`config.mk`:
```
export PLATFORM = sky130hd
export DESIGN_NAME = evaluate_taper_flat
export DESIGN_NICKNAME = d
export VERILOG_FILES = /design/src/rtl/evaluate_taper_if.sv /design/src/rtl/evaluate_taper.sv /design/src/flat_wrapper.sv
export SDC_FILE = /design/constraint.sdc
export NUM_CORES = 2
export LEC_CHECK = 0
export CAP_MARGIN = 20
export CORE_MARGIN = 1
export CORE_UTILIZATION = 40
export CTS_BUF_LIST = sky130_fd_sc_hd__clkbuf_4
export DETAILED_ROUTE_END_ITERATION = 7
export PLACE_DENSITY = 0.65
export SYNTH_ARGS = -nofsm -noshare
export SYNTH_HDL_FRONTEND = slang
export SYNTH_SLANG_ARGS = --single-unit
```
`constraint.sdc`:
```
create_clock -name clk -period 11.9 [get_ports clk]
set_clock_uncertainty 0.05 [all_clocks]
set_input_delay 1.19 -clock clk [delete_from_list [all_inputs] [get_ports clk]]
set_output_delay 1.19 -clock clk [all_outputs]
set_load 0.01 [all_outputs]
```
`src/rtl/evaluate_taper_if.sv`:
```
// Bundle between the general evaluator (master) and the taper stage (slave).
interface evaluate_taper_if #(
    parameter int EVAL_WIDTH = 24
);
    logic                         eval_valid;
    logic                         clear_eval;
    logic                         white_to_move;
    logic signed [EVAL_WIDTH-1:0] eval_mg;
    logic signed [EVAL_WIDTH-1:0] eval_eg;
    logic        [31:0]           material_white;
    logic        [31:0]           material_black;
    logic                         insufficient_material;
    logic        [8:0]            phase;
    logic signed [EVAL_WIDTH-1:0] score;
    logic                         score_valid;

    modport master (
        output eval_valid, clear_eval, white_to_move, eval_mg, eval_eg,
               material_white, material_black, insufficient_material,
        input  phase, score, score_valid
    );

    modport slave (
        input  eval_valid, clear_eval, white_to_move, eval_mg, eval_eg,
               material_white, material_black, insufficient_material,
        output phase, score, score_valid
    );
endinterface

```
`src/rtl/evaluate_taper.sv`:
```
// Tapered mg/eg blend to a side-to-move score with draw forcing and saturation.
// Optional side-to-move tempo bonus enabled by defining EVAL_TAPER_TEMPO_EN.
//
// state | meaning
// IDLE  | waiting for a rising edge of eval_valid
// RUN   | captured inputs flowing through the five-stage pipeline
// DONE  | score/phase/score_valid held until cleared
module evaluate_taper #(
    parameter int EVAL_WIDTH    = 24,
    parameter int MATERIAL_FULL = 8000,
    parameter int MATERIAL_END  = 1000,
    parameter int TEMPO         = 10
) (
    input logic             clk,
    input logic             reset,
    evaluate_taper_if.slave bus
);
    localparam int W  = EVAL_WIDTH;
    localparam int WP = EVAL_WIDTH + 10;
    localparam int WS = EVAL_WIDTH + 11;

    localparam logic [32:0] FULL_33 = 33'(MATERIAL_FULL);
    localparam logic [32:0] END_33  = 33'(MATERIAL_END);
    localparam logic [63:0] RECIP   = (64'd256 << 16) / 64'(MATERIAL_FULL - MATERIAL_END);

    localparam logic signed [WS-1:0] SAT_MAX = WS'((64'sd1 <<< (W - 1)) - 64'sd1);
    localparam logic signed [WS-1:0] SAT_MIN = -SAT_MAX;

`ifdef EVAL_TAPER_TEMPO_EN
    localparam logic signed [WS-1:0] TEMPO_ADD = WS'(TEMPO);
`else
    // Tempo disabled: parameter kept for interface compatibility only.
    localparam logic signed [WS-1:0] TEMPO_ADD = WS'(TEMPO * 0);
`endif

    typedef enum logic [1:0] {IDLE, RUN, DONE} state_t;

    state_t state_q, state_d;
    logic   eval_valid_q;
    logic   capture, finish, kill;
    logic [4:0] stage_v_q;

    logic signed [W-1:0] mg_c, eg_c;
    logic [31:0]         mw_c, mb_c;
    logic                wtm_c, ins_c;

    logic [32:0]          total_q;
    logic [8:0]           phase_q;
    logic signed [WP-1:0] pm_q, pe_q;
    logic signed [WP-1:0] t_q;

    logic [63:0]          phase_prod;
    logic [8:0]           phase_d;
    logic signed [WP-1:0] mg_ext, eg_ext, ph_ext, inv_ext;
    logic signed [WS-1:0] s_d, s_sat;

    always_ff @(posedge clk or posedge reset) begin
        if (reset) begin
            state_q      <= IDLE;
            eval_valid_q <= 1'b0;
            stage_v_q    <= '0;
        end else begin
            state_q      <= state_d;
            eval_valid_q <= bus.eval_valid;
            stage_v_q    <= kill ? 5'd0 : {stage_v_q[3:0], capture};
        end
    end

    // A falling eval_valid after acceptance behaves exactly like clear_eval.
    always_comb begin
        state_d = state_q;
        capture = 1'b0;
        finish  = 1'b0;
        kill    = bus.clear_eval |
                  ((state_q != IDLE) & eval_valid_q & ~bus.eval_valid);
        case (state_q)
            IDLE: begin
                if (bus.eval_valid && !eval_valid_q) begin
                    capture = 1'b1;
                    state_d = RUN;
                end
            end
            RUN: begin
                if (stage_v_q[4]) begin
                    finish  = 1'b1;
                    state_d = DONE;
                end
            end
            DONE:    state_d = DONE;
            default: state_d = IDLE;
        endcase
        if (kill) begin
            state_d = IDLE;
            capture = 1'b0;
            finish  = 1'b0;
        end
    end

    always_ff @(posedge clk or posedge reset) begin
        if (reset) begin
            mg_c  <= '0;
            eg_c  <= '0;
            mw_c  <= '0;
            mb_c  <= '0;
            wtm_c <= 1'b0;
            ins_c <= 1'b0;
        end else if (capture) begin
            mg_c  <= bus.eval_mg;
            eg_c  <= bus.eval_eg;
            mw_c  <= bus.material_white;
            mb_c  <= bus.material_black;
            wtm_c <= bus.white_to_move;
            ins_c <= bus.insufficient_material;
        end
    end

    always_comb begin
        phase_prod = 64'(total_q - END_33) * RECIP;
        if (total_q >= FULL_33)
            phase_d = 9'd256;
        else if (total_q <= END_33)
            phase_d = 9'd0;
        else
            phase_d = 9'(phase_prod >> 16);
    end

    always_comb begin
        mg_ext  = {{10{mg_c[W-1]}}, mg_c};
        eg_ext  = {{10{eg_c[W-1]}}, eg_c};
        ph_ext  = {{(W + 1){1'b0}}, phase_q};
        inv_ext = {{(W + 1){1'b0}}, 9'd256 - phase_q};
    end

    // Stages run every cycle off the held capture registers; stage_v_q tracks validity.
    always_ff @(posedge clk or posedge reset) begin
        if (reset) begin
            total_q <= '0;
            phase_q <= '0;
            pm_q    <= '0;
            pe_q    <= '0;
            t_q     <= '0;
        end else begin
            total_q <= {1'b0, mw_c} + {1'b0, mb_c};
            phase_q <= phase_d;
            pm_q    <= mg_ext * ph_ext;
            pe_q    <= eg_ext * inv_ext;
            t_q     <= (pm_q + pe_q) >>> 8;
        end
    end

    always_comb begin
        s_d = wtm_c ? WS'(t_q) : -WS'(t_q);
        if (ins_c)
            s_d = '0;
        else
            s_d = s_d + TEMPO_ADD;
        if (s_d > SAT_MAX)
            s_sat = SAT_MAX;
        else if (s_d < SAT_MIN)
            s_sat = SAT_MIN;
        else
            s_sat = s_d;
    end

    always_ff @(posedge clk or posedge reset) begin
        if (reset) begin
            bus.score       <= '0;
            bus.phase       <= '0;
            bus.score_valid <= 1'b0;
        end else if (kill) begin
            bus.score_valid <= 1'b0;
        end else if (finish) begin
            bus.score       <= s_sat[W-1:0];
            bus.phase       <= phase_q;
            bus.score_valid <= 1'b1;
        end
    end
endmodule

```
`src/flat_wrapper.sv`:
```
// flat-port wrapper written by rule: the top's interface ports become plain ports
module evaluate_taper_flat 
#(
    parameter int EVAL_WIDTH    = 24,
    parameter int MATERIAL_FULL = 8000,
    parameter int MATERIAL_END  = 1000,
    parameter int TEMPO         = 10
)
  (clk, reset, bus_eval_valid, bus_clear_eval, bus_white_to_move, bus_eval_mg, bus_eval_eg, bus_material_white, bus_material_black, bus_insufficient_material, bus_phase, bus_score, bus_score_valid);
  evaluate_taper_if #(.EVAL_WIDTH(EVAL_WIDTH)) bus_i ();
  input logic clk;
  input logic reset;
  input wire logic [$bits(bus_i.eval_valid)-1:0] bus_eval_valid;
  input wire logic [$bits(bus_i.clear_eval)-1:0] bus_clear_eval;
  input wire logic [$bits(bus_i.white_to_move)-1:0] bus_white_to_move;
  input wire logic [$bits(bus_i.eval_mg)-1:0] bus_eval_mg;
  input wire logic [$bits(bus_i.eval_eg)-1:0] bus_eval_eg;
  input wire logic [$bits(bus_i.material_white)-1:0] bus_material_white;
  input wire logic [$bits(bus_i.material_black)-1:0] bus_material_black;
  input wire logic [$bits(bus_i.insufficient_material)-1:0] bus_insufficient_material;
  output wire logic [$bits(bus_i.phase)-1:0] bus_phase;
  output wire logic [$bits(bus_i.score)-1:0] bus_score;
  output wire logic [$bits(bus_i.score_valid)-1:0] bus_score_valid;
  assign bus_i.eval_valid = bus_eval_valid;
  assign bus_i.clear_eval = bus_clear_eval;
  assign bus_i.white_to_move = bus_white_to_move;
  assign bus_i.eval_mg = bus_eval_mg;
  assign bus_i.eval_eg = bus_eval_eg;
  assign bus_i.material_white = bus_material_white;
  assign bus_i.material_black = bus_material_black;
  assign bus_i.insufficient_material = bus_insufficient_material;
  assign bus_phase = bus_i.phase;
  assign bus_score = bus_i.score;
  assign bus_score_valid = bus_i.score_valid;
  evaluate_taper #(.EVAL_WIDTH(EVAL_WIDTH), .MATERIAL_FULL(MATERIAL_FULL), .MATERIAL_END(MATERIAL_END), .TEMPO(TEMPO)) u_core (.clk(clk), .reset(reset), .bus(bus_i));
endmodule
```
After elaboration in Yosys (flattened, before gate mapping)
Index checks and enable logic that the tools add are counted.
Widths: inputs -> output; s select.
{ "totals": {"register_bits": 292, "inputBits": 118, "wordCells": 64} }
{ "op_classes": {"addsub": 5, "mul": 3, "magnitude_cmp": 4, "eq_ne": 4, "mux": 19, "bitwise": 5, "n_reduce_logical": 7} }
{ "op_table": {"columns": ["cell", "count"], "rows": [
  ["$mux 35", 2],
  ["$mul 24x10->34", 2],
  ["$mul 64x10->23 const B", 1],
  ["$mux 24", 2],
  ["$gt 35x24->1 const B", 1],
  ["$lt 35x24->1 const B", 1],
  ["$neg 26->35", 1],
  ["$add 34x34->34", 1],
  ["$sub 33x10->34 const B", 1],
  ["$add 32x32->33", 1],
  ["$ge 33x13->1 const B", 1],
  ["$le 33x10->1 const B", 1],
  ["$mux 9", 2],
  ["$sub 9x9->9 const A", 1],
  ["$mux 1", 8],
  ["$mux 2", 3],
  ["$ne 3x1->1 const B", 2],
  ["$pmux 2 s3", 1],
  ["$mux 5", 1],
  ["$reduce_and 2->1", 2],
  ["$reduce_bool 2->1", 2],
  ["$and 1x1->1", 2],
  ["$eq 2x1->1 const B", 1],
  ["$eq 2x2->1 const B", 1],
  ["5 further kinds", 6]
]} }

Depth between registers and ports, before layout
{ "logic_depth": {"ltp_word": 7, "mapped_depth": 26} }

Worst setup path after synthesis
No wires, ideal clock.
{ "synth_path": {"path_type": "reg-to-reg", "from": "reg u_core.phase_q[3]", "to": "reg u_core.pe_q[22]", "arrival_ps": 6929, "slack_ps": 4834, "path_stages_with_launch": 25, "n_path_buf": 2, "period_less_slack_ps": 7066, "cell_sequence": "dfrtp_1 clkbuf_1 or3_1 or3b_2 nor3_1 xnor2_1 clkbuf_1 nor2b_1 ha_1 fa_1 fa_1 fa_1 inv_1 fa_1 inv_1 ha_1 and2_1 a221o_1 a2111o_1 a21oi_1 or2_2 o211ai_1 o41ai_1 nand4b_1 o211ai_1"} }
{ "synth_between": {"elab_chain_cells": 2} }
{ "synth_lines": {"columns": ["item", "line", "source"], "rows": [
  ["start, declared", "evaluate_taper.sv:48", "logic [8:0] phase_q;"],
  ["start signal, assigned", "evaluate_taper.sv:144", "phase_q <= phase_d;"],
  ["$sub 9x9->9", "evaluate_taper.sv:131", "inv_ext = {{(W + 1){1'b0}}, 9'd256 - phase_q};"],
  ["$mul 24x10->34", "evaluate_taper.sv:146", "pe_q <= eg_ext * inv_ext;"],
  ["end signal, assigned", "evaluate_taper.sv:146", null],
  ["end, declared", "evaluate_taper.sv:49", "logic signed [WP-1:0] pm_q, pe_q;"]
]} }
Every way passes these cells.
A chain may end at the register's enable or synchronous reset.

Worst setup path in the final report
{ "layout_path": {"from": "reg u_core.phase_q[2]", "to": "reg u_core.pe_q[22]"} }
The elaborated chain is that of the path after synthesis.

==> impl_metrics.json <==
{
  "root_buffer": "clkbuf_4",
  "wl_per_cell_um": 15.4,
  "path_delay_family": "adder cells",
  "synth-edff-count": 0,
  "dr_wl_met2_mm": 33.6,
  "rows": 103,
  "crit_fanout": 29,
  "worst_ep_arrival_time_ns": 8.45,
  "place_hpwl_mm": 54.5,
  "slew_headroom_pct": 25.6,
  "via_count": 22400,
  "coreArea_sq_um": 79100,
  "clkTransAtPathRegs_ns": 0.06,
  "maxCapViolations": 0,
  "dp.cells": 4406,
  "dieArea_sq_um": 81200,
  "met3WireLength_mm": 2.86,
  "async_flop_share_pct": 100,
  "first_global_vias": 23800,
  "slew_violations": 0,
  "rsz0062_at_grt": "false",
  "cts_buffers": 85,
  "antenna_left": 0,
  "slowest_stage": "o41ai_1",
  "hold_viol": 0,
  "ys_seq_area_share_pct": 22.8,
  "hold_path_class": "flip-flop to flip-flop",
  "drt_iter0_markers": 1195,
  "cts_max_level": 3,
  "grt_max_degree": 120,
  "ys_warn_count": 0,
  "firstDrtPassIters": 5,
  "ys_types": 71,
  "cpMostUsedCell": "fa_1",
  "worstSetupPathType": "flip-flop to flip-flop",
  "crit_required_ns": 12.66,
  "tns_ns": 0,
  "instances_no_fill": 4562,
  "portBuffers": 151,
  "cts_tree": "yes",
  "fin_crit_ns": 7.69,
  "synth_compound_area_share_pct": 7.86,
  "syn_area_per_cell_sq_um": 9.67,
  "synth_area_sq_um": 32000,
  "setup_violations": 0,
  "cts_resized": 0,
  "ys_ff_latch": 292,
  "start_util_pct": 40.5,
  "status": "finished clean",
  "met1_length_mm": 32.6,
  "dieWidth_um": 285,
  "vias_per_cell": 4.91,
  "cts_setup_buffers": 0,
  "io_pins": 152,
  "synth_flop_cell": "dfrtp_1",
  "period_share_pct": 64.6,
  "drive_above_1_share_pct": 8.32,
  "synthSimpleGateAreaFrac_pct": 13.8,
  "clock_path_buffers": 3,
  "gp_congestion": 0.879,
  "cpPeakStageDelay_ns": 0.58,
  "antenna_found_initial": 7,
  "grt_overflow": 0,
  "synth_mux_area_share_pct": 3.90,
  "worstMarginPinSlew_ns": 1.12,
  "clkSinkCount": 292,
  "cp_cell_sequence": "buf_4 -> or3_1 -> or3b_2 -> nor3_1 -> xnor2_2 -> buf_4 -> nor2b_1 -> ha_1 -> fa_1 -> fa_1 -> fa_1 -> inv_1 -> fa_1 -> inv_1 -> ha_1 -> and2_1 -> a221o_1 -> a2111o_1 -> a21oi_1 -> or2_2 -> o211ai_1 -> o41ai_1 -> nand4b_1 -> o211ai_1",
  "synth_nets": 4147,
  "grt_usage_pct": 18.3,
  "path_buf_inv": 4,
  "critPathCaptureType": "flip-flop",
  "fmax_mhz": 130,
  "cts_hold_buf": 0,
  "synth_cells": 3315,
  "synth_xor_area_share_pct": 5.25,
  "area_growth_pct": 11.3,
  "dieHeight_um": 285,
  "highest_layer": "met5",
  "finalWirelength_mm": 70.3,
  "drc": 0,
  "clk-insertion-delay-late_ns": 0.89,
  "grt_pass1_wl_mm": 121,
  "synth_top_family_by_area": "adder cells",
  "nets": 4275,
  "start_kind": "flip-flop",
  "synth_fa_ha_area_share_pct": 37.7
}
[layout make-up]
type                    instances  area, sq um
clock buffers                 113          848
repair buffers                174         1700
fillers                      7681        43500
well taps                    1050         1310
flip-flops and latches        292         7310
multi-input cells            2288        22000
clock inverters                39          262
inverters                     602         2270
diodes                          4         10.0
[cells in the mapped netlist (all sizes together) (36+ instances only)]
| cell | instances | share of area [%] |
|---|---|---|
| a21o | 44 | 1.0 |
| a21oi | 123 | 2.0 |
| and2 | 244 | 4.8 |
| buf | 39 | 0.50 |
| clkbuf | 94 | 1.2 |
| dfrtp | 292 | 23 |
| fa | 418 | 26 |
| ha | 296 | 12 |
| inv | 602 | 7.1 |
| mux2 | 110 | 3.9 |
| nand2 | 277 | 3.2 |
| nor2 | 138 | 1.6 |
| nor2b | 36 | 0.70 |
| nor3 | 52 | 0.81 |
| o21ai | 80 | 1.2 |
| xnor2 | 142 | 3.9 |
| xor2 | 50 | 1.4 |
[flip-flops by register name, summed over array words and instances (netlist names)]
register / flops
u_core.bus.phase: 9
u_core.bus.score: 24
u_core.bus.score_valid: 1
u_core.eg_c: 24
u_core.eval_valid_q: 1
u_core.ins_c: 1
u_core.mb_c: 32
u_core.mg_c: 24
u_core.mw_c: 32
u_core.pe_q: 34
u_core.phase_q: 9
u_core.pm_q: 34
u_core.stage_v_q: 5
u_core.state_q: 2
u_core.t_q: 26
u_core.total_q: 33
u_core.wtm_c: 1
[layout by cell type, fill, tap and decap left out, types with 7 or more instances in the layout]
cell and count:
clkinv_2 10, clkdlybuf4s50_1 151, ha_1 296, nand3_1 32
nor3_1 52, a21oi_1 122, inv_1 601, o22ai_1 10
dfrtp_1 292, o21a_1 24, nand2_1 277, buf_4 22
o211ai_1 10, nor4_1 11, a31oi_1 13, clkinv_1 20
xor2_1 50, nor2b_1 36, nor2_1 138, o21ai_0 80
and2_1 244, or4_1 7, or3_1 13, a21o_1 44
nand2b_1 15, nand4_1 10, a211oi_1 8, o21bai_1 21
clkbuf_4 113, xnor2_1 139, fa_1 418, and3_1 13
mux2_2 110
[layer usage]
metal  vias up  GRT usage [%]
li1      10800              -
met5         -              0
met3        97           2.59
met2       380           30.6
met1     11200           24.9
met4         8           4.43
[per-stage QoR]
| step | cell area, sq um | worst slack, ns | hold slack [ns] | utilization [%] |
|---|---|---|---|---|
| floorplan | 32000 | 2.60 | 0.378 | - |
| global placement | 34500 | 4.33 | 0.381 | 43.7 |
| detailed placement | 34500 | 4.23 | 0.387 | 43.7 |
| CTS | 35700 | 4.20 | 0.401 | 45.1 |
| global route | 35700 | 3.78 | 0.412 | 45.1 |
| finish | 35700 | 4.21 | 0.396 | 45.1 |
[kinds of logic (layout without fill, tap and decap cells)]
group / count (synthesis) / in the layout
compound gates: 393 / 393
xor+xnor: 192 / 192
fa+ha+maj: 714 / 714
buf+inv: 735 / 928
flops: 292 / 292
mux: 111 / 111
other cells: 0 / 4
simple gates: 878 / 878
[path summary, 6_finish.rpt]
| kind | startpoint | to | slack, ns | depth (start not counted) |
|---|---|---|---|---|
| setup / recovery | u_core.phase_q[2] | u_core.pe_q[22] | 4.21 | 24 |
| hold / removal | u_core.stage_v_q[2] | u_core.stage_v_q[3] | 0.40 | 1 |
| setup reg to reg | u_core.phase_q[2] | u_core.pe_q[22] | 4.21 | 24 |
| hold reg to reg | u_core.stage_v_q[2] | u_core.stage_v_q[3] | 0.40 | 1 |
| max in group asynchronous | reset | u_core.pm_q[15] | 8.78 | 4 |
| min in group asynchronous | reset | u_core.mw_c[18] | 0.80 | 2 |
Power is left out: the tool's default activity adds up to more than one toggle a clock period on the data nets, which glitch-free logic cannot reach.
